`src/rtl/simple_rr_arbiter_if.sv`:
```
// Request/grant bundle between three requesters and the shared-unit arbiter.
// master = requester side, slave = arbiter side.
interface simple_rr_arbiter_if;
  logic       req_1;
  logic       req_2;
  logic       req_3;
  logic       gnt_1;
  logic       gnt_2;
  logic       gnt_3;
  logic [1:0] gnt_id;
  logic       busy;
  logic       timeout;

  modport master (
    output req_1, req_2, req_3,
    input  gnt_1, gnt_2, gnt_3, gnt_id, busy, timeout
  );

  modport slave (
    input  req_1, req_2, req_3,
    output gnt_1, gnt_2, gnt_3, gnt_id, busy, timeout
  );
endinterface

```
`src/rtl/simple_rr_arbiter.sv`:
```
// Three-way round-robin arbiter for a shared reduce unit. A grant is held while
// the owner keeps requesting, up to MAX_HOLD cycles, then forcibly revoked.
module simple_rr_arbiter #(
  parameter int MAX_HOLD = 8,
  parameter int CNT_W    = 4
) (
  input  logic                clk,
  input  logic                reset,
  simple_rr_arbiter_if.slave  bus
);

  localparam logic [1:0] ST_IDLE    = 2'd0;
  localparam logic [1:0] ST_GRANT   = 2'd1;
  localparam logic [1:0] ST_RELEASE = 2'd2;

  localparam logic [CNT_W-1:0] HOLD_LAST = CNT_W'(MAX_HOLD - 1);

  logic [1:0]       state_reg;
  logic [CNT_W-1:0] hold_cnt_reg;
  logic [1:0]       last_reg;
  logic [2:0]       gnt_reg;
  logic [1:0]       gnt_id_reg;
  logic             busy_reg;
  logic             timeout_reg;

  logic [2:0]       req_vec;
  logic             owner_req;
  logic [1:0]       pick_id;
  logic             pick_valid;
  logic [2:0]       pick_onehot;

  assign req_vec   = {bus.req_3, bus.req_2, bus.req_1};
  assign owner_req = |(req_vec & gnt_reg);

  // Search starts at the requester after last_reg and wraps 1->2->3->1.
  always_comb begin
    pick_id = 2'd0;
    case (last_reg)
      2'd1: begin
        if      (req_vec[1]) pick_id = 2'd2;
        else if (req_vec[2]) pick_id = 2'd3;
        else if (req_vec[0]) pick_id = 2'd1;
      end
      2'd2: begin
        if      (req_vec[2]) pick_id = 2'd3;
        else if (req_vec[0]) pick_id = 2'd1;
        else if (req_vec[1]) pick_id = 2'd2;
      end
      default: begin
        if      (req_vec[0]) pick_id = 2'd1;
        else if (req_vec[1]) pick_id = 2'd2;
        else if (req_vec[2]) pick_id = 2'd3;
      end
    endcase
  end

  assign pick_valid = (pick_id != 2'd0);

  generate
    for (genvar gi = 0; gi < 3; gi++) begin : g_onehot
      assign pick_onehot[gi] = (pick_id == 2'(gi + 1));
    end
  endgenerate

  always_ff @(posedge clk) begin
    if (reset) begin
      state_reg    <= ST_IDLE;
      hold_cnt_reg <= '0;
      last_reg     <= 2'd3;
      gnt_reg      <= 3'b000;
      gnt_id_reg   <= 2'd0;
      busy_reg     <= 1'b0;
      timeout_reg  <= 1'b0;
    end else begin
      case (state_reg)
        ST_IDLE: begin
          timeout_reg <= 1'b0;
          if (pick_valid) begin
            state_reg    <= ST_GRANT;
            gnt_reg      <= pick_onehot;
            gnt_id_reg   <= pick_id;
            last_reg     <= pick_id;
            hold_cnt_reg <= '0;
            busy_reg     <= 1'b1;
          end
        end
        ST_GRANT: begin
          // A voluntary drop wins over the hold limit: no timeout on that edge.
          if (!owner_req) begin
            state_reg    <= ST_IDLE;
            gnt_reg      <= 3'b000;
            gnt_id_reg   <= 2'd0;
            busy_reg     <= 1'b0;
            hold_cnt_reg <= '0;
          end else if (hold_cnt_reg == HOLD_LAST) begin
            state_reg    <= ST_RELEASE;
            gnt_reg      <= 3'b000;
            gnt_id_reg   <= 2'd0;
            busy_reg     <= 1'b0;
            timeout_reg  <= 1'b1;
            hold_cnt_reg <= '0;
          end else begin
            hold_cnt_reg <= hold_cnt_reg + CNT_W'(1);
          end
        end
        ST_RELEASE: begin
          state_reg   <= ST_IDLE;
          timeout_reg <= 1'b0;
        end
        default: begin
          state_reg    <= ST_IDLE;
          gnt_reg      <= 3'b000;
          gnt_id_reg   <= 2'd0;
          busy_reg     <= 1'b0;
          timeout_reg  <= 1'b0;
          hold_cnt_reg <= '0;
        end
      endcase
    end
  end

  assign bus.gnt_1   = gnt_reg[0];
  assign bus.gnt_2   = gnt_reg[1];
  assign bus.gnt_3   = gnt_reg[2];
  assign bus.gnt_id  = gnt_id_reg;
  assign bus.busy    = busy_reg;
  assign bus.timeout = timeout_reg;

endmodule

```
`src/flat_wrapper.sv`:
```
// flat-port wrapper written by rule: the top's interface ports become plain ports
module simple_rr_arbiter_flat 
#(
  parameter int MAX_HOLD = 8,
  parameter int CNT_W    = 4
)
  (clk, reset, bus_req_1, bus_req_2, bus_req_3, bus_gnt_1, bus_gnt_2, bus_gnt_3, bus_gnt_id, bus_busy, bus_timeout);
  simple_rr_arbiter_if bus_i ();
  input  logic clk;
  input  logic reset;
  input wire logic [$bits(bus_i.req_1)-1:0] bus_req_1;
  input wire logic [$bits(bus_i.req_2)-1:0] bus_req_2;
  input wire logic [$bits(bus_i.req_3)-1:0] bus_req_3;
  output wire logic [$bits(bus_i.gnt_1)-1:0] bus_gnt_1;
  output wire logic [$bits(bus_i.gnt_2)-1:0] bus_gnt_2;
  output wire logic [$bits(bus_i.gnt_3)-1:0] bus_gnt_3;
  output wire logic [$bits(bus_i.gnt_id)-1:0] bus_gnt_id;
  output wire logic [$bits(bus_i.busy)-1:0] bus_busy;
  output wire logic [$bits(bus_i.timeout)-1:0] bus_timeout;
  assign bus_i.req_1 = bus_req_1;
  assign bus_i.req_2 = bus_req_2;
  assign bus_i.req_3 = bus_req_3;
  assign bus_gnt_1 = bus_i.gnt_1;
  assign bus_gnt_2 = bus_i.gnt_2;
  assign bus_gnt_3 = bus_i.gnt_3;
  assign bus_gnt_id = bus_i.gnt_id;
  assign bus_busy = bus_i.busy;
  assign bus_timeout = bus_i.timeout;
  simple_rr_arbiter #(.MAX_HOLD(MAX_HOLD), .CNT_W(CNT_W)) u_core (.clk(clk), .reset(reset), .bus(bus_i));
endmodule
```
`config.mk`:
```
export PLATFORM = sky130hd
export DESIGN_NAME = simple_rr_arbiter_flat
export DESIGN_NICKNAME = d
export VERILOG_FILES = /design/src/rtl/simple_rr_arbiter_if.sv /design/src/rtl/simple_rr_arbiter.sv /design/src/flat_wrapper.sv
export SDC_FILE = /design/constraint.sdc
export NUM_CORES = 1
export LEC_CHECK = 0
export CAP_MARGIN = 40
export CORE_UTILIZATION = 49
export CTS_CLUSTER_DIAMETER = 120
export DETAILED_ROUTE_END_ITERATION = 10
export GPL_ROUTABILITY_DRIVEN = 0
export HOLD_SLACK_MARGIN = 0.03
export PLACE_DENSITY_LB_ADDON = 0.2
export SLEW_MARGIN = 15
export SYNTH_ARGS = -nofsm -noshare
export SYNTH_HDL_FRONTEND = slang
export SYNTH_SLANG_ARGS = --single-unit
```
`constraint.sdc`:
```
create_clock -name clk -period 3.6 [get_ports clk]
set_input_delay 0.54 -clock clk [delete_from_list [all_inputs] [get_ports clk]]
set_output_delay 0.54 -clock clk [all_outputs]
set_load 0.05 [all_outputs]
```
=== Word-level counts from Yosys, hierarchy flattened ===
Cells that the tools add are included.

* Logic and storage cells: 60
* Register bits after elaboration: 15
* Memory bits (writable): 0
* Bits in latches: 0
* Output and inout port bits: 7
* Memories: 0
* Bits of input ports: 5
* ROM bits: 0

* $mul: 0
* Equality and inequality tests: 10
* Multiplexer cells: 30
* Divide/modulo/power cells: 0
* $add $sub $neg: 1
* Order comparisons: 0
* Bitwise logic cells: 3
* Reductions and logical operators: 9
* Shifts and indexed selects: 0

{| class="wikitable"
|+ Operator list
! operator !! count
|-
| $mux 2 || 14
|-
| $mux 4 || 3
|-
| $pmux 4 s3 || 1
|-
| $mux 3 || 3
|-
| $pmux 3 s3 || 1
|-
| $eq 2x2->1 const B || 4
|-
| $pmux 2 s2 || 2
|-
| $reduce_and 2->1 || 4
|-
| $eq 2x1->1 const B || 3
|-
| $pmux 2 s3 || 1
|-
| $add 4x1->4 const B || 1
|-
| $eq 4x3->1 const B || 1
|-
| $mux 1 || 4
|-
| $and 3x3->3 || 1
|-
| $ne 3x3->1 const B || 1
|-
| $pmux 1 s3 || 1
|-
| $reduce_and 3->1 || 1
|-
| $reduce_or 3->1 || 1
|-
| $logic_not 2->1 || 1
|-
| $ne 2x1->1 const B || 1
|-
| $not 1->1 || 2
|-
| $reduce_bool 2->1 || 1
|-
| $reduce_or 2->1 || 1
|}

=== Longest topological paths before layout ===
* Depth after elaboration: 7
* Gate-level depth with buffers: 6
* Depth with buffers taken out: 6

=== Worst setup path after synthesis ===
No wires, ideal clock.

* Path kind: register to register
* Start: reg u_core.last_reg[0]
* End: reg u_core.hold_cnt_reg[3]
* Buffers on the path: 0
* Library setup time: 0.120 ns
* Arrival: 1.643 ns
* Clock period less this slack: 1.763 ns
* Cell stages (with the launch flop): 7
* Required time: 3.480 ns
* Setup slack: 1.837 ns
* Cells stage by stage: dfxtp_1 -> inv_1 -> ha_1 -> nor3_1 -> o31ai_1 -> inv_1 -> a211o_1

* Longest elaborated chain between the ends: 5
* Elaborated cells between the ends (all ways): 6
* Classes of those cells: eq/ne (3); mux (1); reduce/logical (2)

{| class="wikitable"
|+ RTL lines
! element !! line !! RTL
|-
| from (decl) || simple_rr_arbiter.sv:20 || <nowiki>logic [1:0] last_reg;</nowiki>
|-
| from (signal assigned) || simple_rr_arbiter.sv:82 || <nowiki>last_reg <= pick_id;</nowiki>
|-
| $eq 2x2->1 or $eq 2x1->1 (tied branches) || simple_rr_arbiter.sv:38 || <nowiki>case (last_reg)</nowiki>
|-
| $pmux 2 s2 * || simple_rr_arbiter.sv:38 ||
|-
| $reduce_bool 2->1 * || simple_rr_arbiter.sv:57 || <nowiki>assign pick_valid = (pick_id != 2'd0);</nowiki>
|-
| $ne 2x1->1 (no source line) * || - ||
|-
| $reduce_and 2->1 (no source line) * || - ||
|-
| to (signal assigned) || simple_rr_arbiter.sv:103 || <nowiki>hold_cnt_reg <= hold_cnt_reg + CNT_W'(1);</nowiki>
|-
| to (decl) || simple_rr_arbiter.sv:19 || <nowiki>logic [CNT_W-1:0] hold_cnt_reg;</nowiki>
|}

Mark *: on every way between the ends. The rest lies on a longest branch, timed or not.
A chain may end at the register's enable or synchronous reset.

=== Worst setup path after layout ===
* Start: in bus_req_3
* End: reg u_core.hold_cnt_reg[3]

* Longest elaborated chain between the ends: 7
* Elaborated cells between the ends (all ways): 14
* Classes of those cells: eq/ne (1); mux (9); bitwise (1); reduce/logical (3)

{| class="wikitable"
|+ RTL lines
! element !! line !! RTL
|-
| from (decl) || flat_wrapper.sv:13 || <nowiki>input wire logic [$bits(bus_i.req_3)-1:0] bus_req_3;</nowiki>
|-
| $mux 2 || simple_rr_arbiter.sv:52 || <nowiki>else if (req_vec[2]) pick_id = 2'd3;</nowiki>
|-
| $mux 2 || simple_rr_arbiter.sv:51 || <nowiki>else if (req_vec[1]) pick_id = 2'd2;</nowiki>
|-
| $mux 2 || simple_rr_arbiter.sv:50 || <nowiki>if (req_vec[0]) pick_id = 2'd1;</nowiki>
|-
| $pmux 2 s2 || simple_rr_arbiter.sv:38 ||
|-
| $reduce_bool 2->1 || simple_rr_arbiter.sv:57 ||
|-
| $ne 2x1->1 (no source line) || - ||
|-
| $reduce_and 2->1 (no source line) || - ||
|}

Several ways; a longest one is shown, not always the timed one.

==> reports/metrics.cfg <==
[sta]
maxSlewHeadroom = 0.534
finalCritPeriodShare = 0.596
finalHoldViolCount = 0
rsz0062_at_grt = no
hold_ws_ns = 0.466
tns_ns = 0
finalSetupViolCount = 0
max_freq_mhz = 466
worst_slew_pin_slew_ns = 0.698
drv_slew = 0
period_needed_ns = 2.15
skew_ns = 0.00152

[setup_path]
crit_required_ns = 3.78
startpoint_type = input port
cp_data_arrival_time_ns = 2.33
crit_type = in -> reg
path_max_fanout = 5
r2r_cells = 6
rr_startpoint = u_core.last_reg[0]
r2r_end = u_core.hold_cnt_reg[3]
reg2reg_slack_ns = 1.67
cp-end-kind = register

[yosys]
ys_ff_latch = 15
seq_area_frac_synth = 0.426
synth_cells = 75
synth_edf_count = 0
synth_area_per_cell_sq_um = 9.41
synthFlopType = dfxtp_1
async_flop_share = 0
yosysWarnings = 0
synth.cell_area_sq_um = 706
synth_top_area_share = 0.426
synth_top_area_cell = dfxtp_1
synth_area_leaders = dfxtp_1 (43%), ha_1 (5.3%), nor3_1 (4.3%)
yosysUniqueCellTypes = 34
syn-num-nets = 83

[run_status]
run_status = finished clean

[clock_network]
cts_sinks = 15
insertion_delay_ns = 0.28
cts_resized = 0
path_clk_slew_ns = 0.09
post_cts_buffers = 0
cts_tree = built
ctsHoldBuffers = 0
htreeDepth = 1
root_buffer = clkbuf_4
clockBufferDepth = 2
numCtsBuffers = 3

[layout]
syn_to_final_growth_pct = 22.0
layout_commonest_cell = dfxtp_1
final_nets = 99
drive_gt1_frac = 0.111
diodes = 0
seq_area_sq_um = 300
final_util = 0.653
largest_register_ffs = 4
multi_input_area_sq_um = 387
final_cell_mix = dfxtp_1 (15), clkdlybuf4s50_1 (11), nor3_1 (6), nor2_1 (6), inv_1 (5)
nFillCells = 99

[power]
p_leak_uw = 0.000386
max-vdd-ir-drop_mv = 0.442
p_per_area_mw_per_mm2 = 832

[detailed_routing]
wl_per_cell_um = 12.6
vias = 599
dr.first_iter.drc_count = 19
via_per_inst = 5.70
drcViolationCount = 0
dr.pass1.iters = 4
totalWireLength_mm = 1.33
ant_nets = 0

[global_routing]
track_usage = 0.202
grt_antenna_before_repair = 0
grtUsageMet1 = 0.297
busiest_layer = met1
grt_max_degree = 9
grt_use_met3 = 0.0333
gr-total-overflow = 0
grt_pass1_vias = 497
met2_usage = 0.266
grt_pass1_wl_mm = 2.11

[die]
die_area_sq_mm = 0.00160
die_w_um = 40.0
initial_utilization = 0.536
coreArea_sq_mm = 0.00132
io_pins = 12
rows = 13
die_h_um = 40.0

[worst_hold_path]
holdPathEnd = u_core.bus.gnt_id[1]
hp-start = u_core.bus.gnt_id[1]
hold_class = reg -> reg
holdPathStages = 1

[run]
max-cap-violations = 0

[placement]
dpl.hpwl_um = 991
port_buffers = 11

==> power by group <==
part / internal, uW / leakage, uW / switching [uW] / total, uW
combinational: 144 / 0.000248 / 232 / 376
sequential: 211 / 0.000123 / 32.2 / 243
clock: 43.1 / 0.0000150 / 54.5 / 97.6
total: 398 / 0.000386 / 318 / 716
==> cell usage after synthesis (2+ instances only) <==
cell,number
a21oi_1,3
nor2_1,6
a22o_2,2
ha_1,3
a21o_1,2
dfxtp_1,15
nor3_1,6
o21ai_0,4
a22o_1,3
nor2b_1,2
inv_1,5
nand3b_1,2
==> critical path: stages <==
cell and delay (ns):
clkdlybuf4s50_1 0.47, a222oi_1 0.69, nor2_1 0.20, and3_1 0.22, a211o_1 0.21
==> worst max path at each step <==
stage,start,endpoint,slack [ns],depth (start not counted)
2_1_floorplan,u_core.last_reg[0],u_core.hold_cnt_reg[3],1.84,6
3_3_place_gp,bus_req_3,u_core.hold_cnt_reg[3],1.20,5
3_5_place_dp,bus_req_3,u_core.hold_cnt_reg[3],1.14,5
4_1_cts,bus_req_3,u_core.hold_cnt_reg[3],1.44,5
5_1_grt,bus_req_3,u_core.hold_cnt_reg[3],1.35,5
6_report,bus_req_3,u_core.hold_cnt_reg[3],1.45,5
==> routing by layer <==
metal,wire [um],share of wire
met5,0,0
met4,26,0.020
met3,70,0.053
met2,557,0.42
met1,672,0.51
==> cells by family (layout without fill, tap and decap cells) <==
logic type               count (synthesis)  after routing  share of synthesized area
multiplexers                             1              1                     0.0142
buffers and inverters                    5             20                     0.0266
flip-flops                              15             15                      0.426
AND/OR/NAND/NOR                         30             30                      0.261
adder cells (fa/ha/maj)                  3              3                     0.0532
AO/OA/AOI/OAI                           21             21                      0.220
==> area by class of cell <==
class                   count  area share
clock buffers               4      0.0305
inverters                   5      0.0218
multi-input cells          55       0.449
flip-flops and latches     15       0.349
well taps                  15      0.0218
repair buffers             11       0.128
==> per-stage QoR <==
step / power (uW) / std cells / instance area (sq um) / worst slack, ns
6_report: 716 / 105 / 861 / 1.45
5_1_grt: 760 / 105 / 861 / 1.35
4_1_cts: 720 / 105 / 861 / 1.44
3_5_place_dp: 621 / 101 / 835 / 1.14
3_3_place_gp: 618 / 101 / 835 / 1.20
2_1_floorplan: 518 / 75 / 706 / 1.84
Note: power is estimated with default switching activity, not from simulation.
